[src/rtl/mem_port_arbiter.sv]
// Shares one SRAM-like memory port between fetch and data; data wins unless fetch has been starved.
// Grant is combinational in IDLE, data_ok is combinational from m_data_ok; one transaction in flight.
module mem_port_arbiter #(
   parameter int ADDR_W     = 32,
   parameter int DATA_W     = 32,
   parameter int STARVE_LIM = 4,
   parameter int TIMEOUT    = 255
) (
   input  logic              clk,
   input  logic              rst,

   input  logic              i_req,
   input  logic [ADDR_W-1:0] i_addr,
   output logic              i_addr_ok,
   output logic              i_data_ok,
   output logic [DATA_W-1:0] i_rdata,

   input  logic              d_req,
   input  logic              d_wr,
   input  logic [1:0]        d_size,
   input  logic [ADDR_W-1:0] d_addr,
   input  logic [3:0]        d_wstrb,
   input  logic [DATA_W-1:0] d_wdata,
   output logic              d_addr_ok,
   output logic              d_data_ok,
   output logic [DATA_W-1:0] d_rdata,

   output logic              m_req,
   output logic              m_wr,
   output logic [1:0]        m_size,
   output logic [ADDR_W-1:0] m_addr,
   output logic [3:0]        m_wstrb,
   output logic [DATA_W-1:0] m_wdata,
   input  logic              m_addr_ok,
   input  logic              m_data_ok,
   input  logic [DATA_W-1:0] m_rdata,

   output logic              stallreq_if,
   output logic              stallreq_mem,
   output logic              wd_err
);

   localparam logic [1:0] ST_IDLE = 2'd0;
   localparam logic [1:0] ST_REQ  = 2'd1;
   localparam logic [1:0] ST_WAIT = 2'd2;

   localparam int              SC_W   = (STARVE_LIM < 1) ? 1 : $clog2(STARVE_LIM + 1);
   localparam logic [SC_W-1:0] SC_MAX = SC_W'(STARVE_LIM);
   localparam logic [7:0]      WD_MAX = 8'(TIMEOUT);

   logic [1:0]        r_state;
   logic              r_owner;
   logic              r_m_wr;
   logic [1:0]        r_m_size;
   logic [ADDR_W-1:0] r_m_addr;
   logic [3:0]        r_m_wstrb;
   logic [DATA_W-1:0] r_m_wdata;
   logic [SC_W-1:0]   r_starve_cnt;
   logic [7:0]        r_wd_cnt;
   logic              r_wd_err;

   logic [1:0]        w_state_nxt;
   logic              w_idle;
   logic              w_starved;
   logic              w_grant_d;
   logic              w_grant_i;
   logic              w_req_done;
   logic              w_wait_done;
   logic              w_timeout;
   logic              w_finish;
   logic              w_outstanding;
   logic [DATA_W-1:0] w_rdata;

   // Grants and completions are suppressed while rst is high so an abandoned transaction never pulses.
   assign w_idle        = (r_state == ST_IDLE) && !rst;
   assign w_starved     = i_req && (r_starve_cnt == SC_MAX);
   assign w_grant_d     = w_idle && d_req && !w_starved;
   assign w_grant_i     = w_idle && i_req && !w_grant_d;
   assign w_req_done    = (r_state == ST_REQ) && m_addr_ok && m_data_ok;
   assign w_wait_done   = (r_state == ST_WAIT) && m_data_ok;
   assign w_timeout     = (r_state == ST_WAIT) && !m_data_ok && (r_wd_cnt == WD_MAX);
   assign w_finish      = (w_req_done || w_wait_done || w_timeout) && !rst;
   assign w_outstanding = (r_state != ST_IDLE);
   assign w_rdata       = w_timeout ? '0 : m_rdata;

   assign i_addr_ok = w_grant_i;
   assign d_addr_ok = w_grant_d;
   assign i_data_ok = w_finish && !r_owner;
   assign d_data_ok = w_finish && r_owner;
   assign i_rdata   = w_rdata;
   assign d_rdata   = w_rdata;

   assign m_req   = (r_state == ST_REQ);
   assign m_wr    = r_m_wr;
   assign m_size  = r_m_size;
   assign m_addr  = r_m_addr;
   assign m_wstrb = r_m_wstrb;
   assign m_wdata = r_m_wdata;
   assign wd_err  = r_wd_err;

   assign stallreq_if  = (i_req && !i_addr_ok) || (w_outstanding && !r_owner && !i_data_ok);
   assign stallreq_mem = (d_req && !d_addr_ok) || (w_outstanding &&  r_owner && !d_data_ok);

   always_comb begin
      w_state_nxt = r_state;
      unique case (r_state)
         ST_IDLE: if (w_grant_d || w_grant_i) w_state_nxt = ST_REQ;
         ST_REQ:  if (m_addr_ok) w_state_nxt = m_data_ok ? ST_IDLE : ST_WAIT;
         ST_WAIT: if (m_data_ok || (r_wd_cnt == WD_MAX)) w_state_nxt = ST_IDLE;
         default: w_state_nxt = ST_IDLE;
      endcase
   end

   always_ff @(posedge clk) begin
      if (rst) begin
         r_state      <= ST_IDLE;
         r_owner      <= 1'b0;
         r_m_wr       <= 1'b0;
         r_m_size     <= 2'd0;
         r_m_addr     <= '0;
         r_m_wstrb    <= 4'd0;
         r_m_wdata    <= '0;
         r_starve_cnt <= '0;
         r_wd_cnt     <= 8'd0;
         r_wd_err     <= 1'b0;
      end else begin
         r_state <= w_state_nxt;

         if (w_grant_d) begin
            r_owner   <= 1'b1;
            r_m_wr    <= d_wr;
            r_m_size  <= d_size;
            r_m_addr  <= d_addr;
            r_m_wstrb <= d_wstrb;
            r_m_wdata <= d_wdata;
         end else if (w_grant_i) begin
            r_owner   <= 1'b0;
            r_m_wr    <= 1'b0;
            r_m_size  <= 2'd2;
            r_m_addr  <= i_addr;
            r_m_wstrb <= 4'd0;
            r_m_wdata <= '0;
         end

         // Counts back-to-back data wins that overtook a waiting fetch.
         if (w_grant_d) begin
            if (!i_req)
               r_starve_cnt <= '0;
            else if (r_starve_cnt != SC_MAX)
               r_starve_cnt <= r_starve_cnt + 1'b1;
         end else if (w_grant_i) begin
            r_starve_cnt <= '0;
         end

         if ((r_state == ST_REQ) && m_addr_ok && !m_data_ok)
            r_wd_cnt <= 8'd0;
         else if ((r_state == ST_WAIT) && !m_data_ok && (r_wd_cnt != WD_MAX))
            r_wd_cnt <= r_wd_cnt + 8'd1;

         if (w_timeout)
            r_wd_err <= 1'b1;
      end
   end

endmodule

[config.mk]
export PLATFORM = sky130hd
export DESIGN_NAME = mem_port_arbiter
export DESIGN_NICKNAME = d
export VERILOG_FILES = /design/src/rtl/mem_port_arbiter.sv
export SDC_FILE = /design/constraint.sdc
export NUM_CORES = 1
export LEC_CHECK = 0
export CAP_MARGIN = 20
export CORE_MARGIN = 4
export CORE_UTILIZATION = 37
export CTS_CLUSTER_SIZE = 10
export DETAILED_ROUTE_END_ITERATION = 6
export GPL_TIMING_DRIVEN = 0
export HOLD_SLACK_MARGIN = 0.02
export MAX_ROUTING_LAYER = met4
export PLACE_DENSITY = 0.85
export SLEW_MARGIN = 30
export SYNTH_ARGS = -nofsm -noshare
export SYNTH_HDL_FRONTEND = slang
export SYNTH_SLANG_ARGS = --single-unit
[constraint.sdc]
create_clock -name clk -period 2.7 [get_ports clk]
set_input_delay 0.54 -clock clk [delete_from_list [all_inputs] [get_ports clk]]
set_output_delay 0.54 -clock clk [all_outputs]
set_load 0.01 [all_outputs]
==> results by group <==
Status
  • Status: finished, final reports clean

Finish
  • Filler cells: 1048
  • Area growth syn-to-layout: 75.6%
  • Ant diodes: 0
  • Final cell count without fillers: 1014
  • Nets: 1006
  • Final core occ: 66.3%
  • Proportion of layout cells with a drive suffix above 1: 16.8%

Place
  • Gpl congestion: 0.839
  • HPWL after detailed placement: 13.0 mm
  • Number of port buffers: 282
  • Placed Instances: 982

STA
  • Min Tclk post-route: 2.61 ns
  • Fin. Hold Viols: 0
  • Max Clk Rate: 0.384 GHz
  • Worst-margin pin slew: 0.622 ns
  • Final setup fails: 0
  • Post-route setup TNS: 0 ns
  • Hold WS: 0.465 ns
  • Count of pins over their slew limit: 0
  • Clk_skew: 0.00479 ns
  • Period utilization: 96.5%
  • Slew margin rel.: 58.5%

Setup path
  • R2R setup slack: 0.51 ns
  • Worst reg-to-reg path cell count: 8
  • Slowest cell delay on critical path: 0.38 ns
  • Worst setup EP type: output port
  • Crit-path most repeated cell: buf_6
  • Cell Chain, Critical Path: ha_4, nand4_1, nor3_4, clkbuf_8, buf_6, and2b_1, buf_4, buf_6
  • Worst r2r src: r_state[0]
  • Worst Path Required: 2.16 ns
  • CP Launch Type: flop
  • Worst EP arrival: 2.07 ns
  • CP max FO: 6
  • RR Endpoint: m_addr[13]
  • Critical path class: flop to output port
  • CP max stage cell: dfxtp_4

Pwr
  • Pwr dens: 454 nW/um^2
  • Static leakage: 0.00305 uW
  • Flop pwr share: 38.7%
  • Sw Share: 27.7%
  • Worst VDD drop: 273 uV
  • Clock share of power: 35.1%
  • Switching power: 995 uW
  • Internal power: 2600 uW
  • Comb pwr share: 26.2%

Global route
  • Vias in the first global route: 5167
  • Pin count of the biggest net entering global routing: 20
  • Grt total ovfl: 0
  • Global-route wire length before repair: 26.2 mm
  • Gr usage total: 23.7%
  • Initial antenna violation count: 0

Route
  • Routed len/inst: 17.2 um
  • Via count: 5471
  • Post-DRT Antenna Nets: 0
  • Iteration-0 DRC Markers: 316
  • Post-detailed-routing wire length: 17.4 mm
  • Drt first pass iters: 5
  • Via density: 5.40
  • DRC errors left: 0

Worst hold path
  • Worst min-delay path class: flop to flop
  • Hold-critical path endpoint: wd_err
  • Worst hold start: wd_err
  • Hold depth: 1

Clock tree
  • CTS H-Tree Depth: 3
  • Clk root buf: clkbuf_16
  • CTS Buf Count: 9
  • Worst skew pair latency: 0.34 ns
  • Num Clock Sinks: 86
  • CTS tree: built
  • CTS Buffer Depth: 2
  • Clock transition at path regs: 0.06 ns

Die
  • Initial Util: 37.7%
  • Row count: 40
  • Core area: 12000 um^2
  • I/O Pins: 284
  • Die X: 118 um
  • Die span in y: 118 um
  • Die footprint: 14000 um^2

Logic synthesis
  • Post-Synthesis Cells: 553
  • Seq/Total Area, Yosys: 38.1%
  • Primary FF master, synth: dfxtp_1
  • EDFF count, synth: 0
  • Synthesized flop and latch total: 86
  • Synth warn: 0
  • Share of synthesized registers carrying an async set or reset: 0%
  • Synthesized Nets: 697
  • Post-synthesis average cell area: 8.16 um^2
  • Mapped Area: 4510 um^2
  • Post-synth cell types: 44

Run
  • Max-cap viol count: 0
## cell families after synthesis
family / Yosys count / share of synthesized area [%]
AOI/OAI and AO/OA: 168 / 25.0
adders and majority gates: 3 / 0.832
buffers and inverters: 133 / 14.3
DFF: 86 / 38.1
muxes: 6 / 1.33
and+or+nand+nor: 157 / 20.4
## cells in the mapped netlist (2+ instances only)
master / number / area [um^2]
ha_1: 3 / 37.5
buf_4: 34 / 255
a21oi_1: 46 / 230
or3_1: 2 / 12.5
o21ai_0: 43 / 215
nand4_1: 42 / 263
o41ai_1: 3 / 26.3
a221oi_1: 32 / 280
nand4b_1: 2 / 17.5
a211oi_1: 5 / 37.5
a21o_1: 2 / 15.0
and2b_1: 9 / 67.6
buf_2: 9 / 45.0
nand3b_1: 5 / 37.5
mux2i_1: 6 / 60.1
dfxtp_1: 86 / 1720
nand3_1: 12 / 60.1
nor4_1: 4 / 25.0
inv_1: 39 / 146
nor2_1: 4 / 15.0
buf_1: 6 / 22.5
a32oi_1: 32 / 280
nor2b_1: 26 / 163
clkbuf_1: 44 / 165
nand2_1: 37 / 139
nand2b_1: 2 / 12.5
## power groups by stage
stage | Sequential [uW] | Combinational (uW) | Clock, uW
floorplan | 1450 | 364 | 0
global placement | 1410 | 955 | 0
detailed placement | 1420 | 961 | 0
CTS | 1400 | 936 | 1280
global route | 1400 | 1010 | 1340
finish | 1390 | 943 | 1260
## flip-flops by register name, indices dropped and copies added, names as in the netlist
signal / cells
m_wr: 1
m_size: 2
m_wdata: 32
r_state: 2
m_addr: 32
m_wstrb: 4
r_wd_cnt: 8
r_starve_cnt: 3
wd_err: 1
r_owner: 1
## layout by cell type (no fill, tap or decap), drive strengths merged, types with 5 or more instances in the layout
cell	instances
a211oi	5
a21oi	46
a221oi	32
a32oi	32
and2b	9
buf	108
clkbuf	49
clkdlybuf4s15	20
clkdlybuf4s50	210
dfxtp	86
dlygate4sd2	15
inv	40
mux2i	6
nand2	37
nand3	12
nand3b	5
nand4	42
nor2b	26
o21ai	43
## what timing repair did
| action | CTS | global route |
|---|---|---|
| setup buffers | 18 | 4 |
| setup endpoints to repair | 70 | 61 |
| gates resized for setup | 243 | 14 |
| pin swaps | 4 | 2 |
| hold buffers | 0 | 0 |
| gates cloned | 2 | 0 |
## metal layers
metal,track usage (%),routed length (um),up-vias
met5,-,0,-
met2,43.8,9060,243
met1,25.0,6790,2570
met4,6.52,263,0
li1,-,-,2635
met3,5.98,1310,23
## worst max-delay path: cells and delay by family, from the launching register on
| kind | cells | cell delay (ns) |
|---|---|---|
| and+or+nand+nor | 3 | 0.66 |
| buffers and inverters | 4 | 0.53 |
| DFF | 1 | 0.38 |
| adders and majority gates | 1 | 0.15 |
## layout make-up
class | instances | area [um^2] | area share, %
Timing Repair Buffer | 306 | 2860 | 36.1
Multi-Input combinational cell | 334 | 2190 | 27.7
Sequential cell | 86 | 1730 | 21.9
Buffer | 86 | 507 | 6.39
Clock buffer | 10 | 229 | 2.89
Tap cell | 147 | 184 | 2.32
Inverter | 39 | 150 | 1.89
Clock inverter | 6 | 68.8 | 0.868
## through the flow
step	worst slack [ns]	area [um^2]	total power (uW)
global placement	-0.880	7520	2370
floorplan	0.338	4510	1810
detailed placement	-0.877	7520	2380
finish	0.0936	7930	3600
CTS	-0.0363	7860	3610
global route	-0.0171	7930	3750
## worst max path at each step
stage	depth (start not counted)	start	slack [ns]	end
final	8	r_wd_cnt[0]	0.09	i_rdata[24]
after global routing	7	r_wd_cnt[0]	-0.02	d_rdata[24]
after CTS	8	r_state[1]	-0.04	i_rdata[2]
after global placement	7	m_data_ok	-0.88	i_rdata[24]
after detailed placement	7	m_data_ok	-0.88	i_rdata[22]
after floorplan	5	m_data_ok	0.34	i_rdata[22]
No activity file was read; power rests on OpenSTA's default activity.
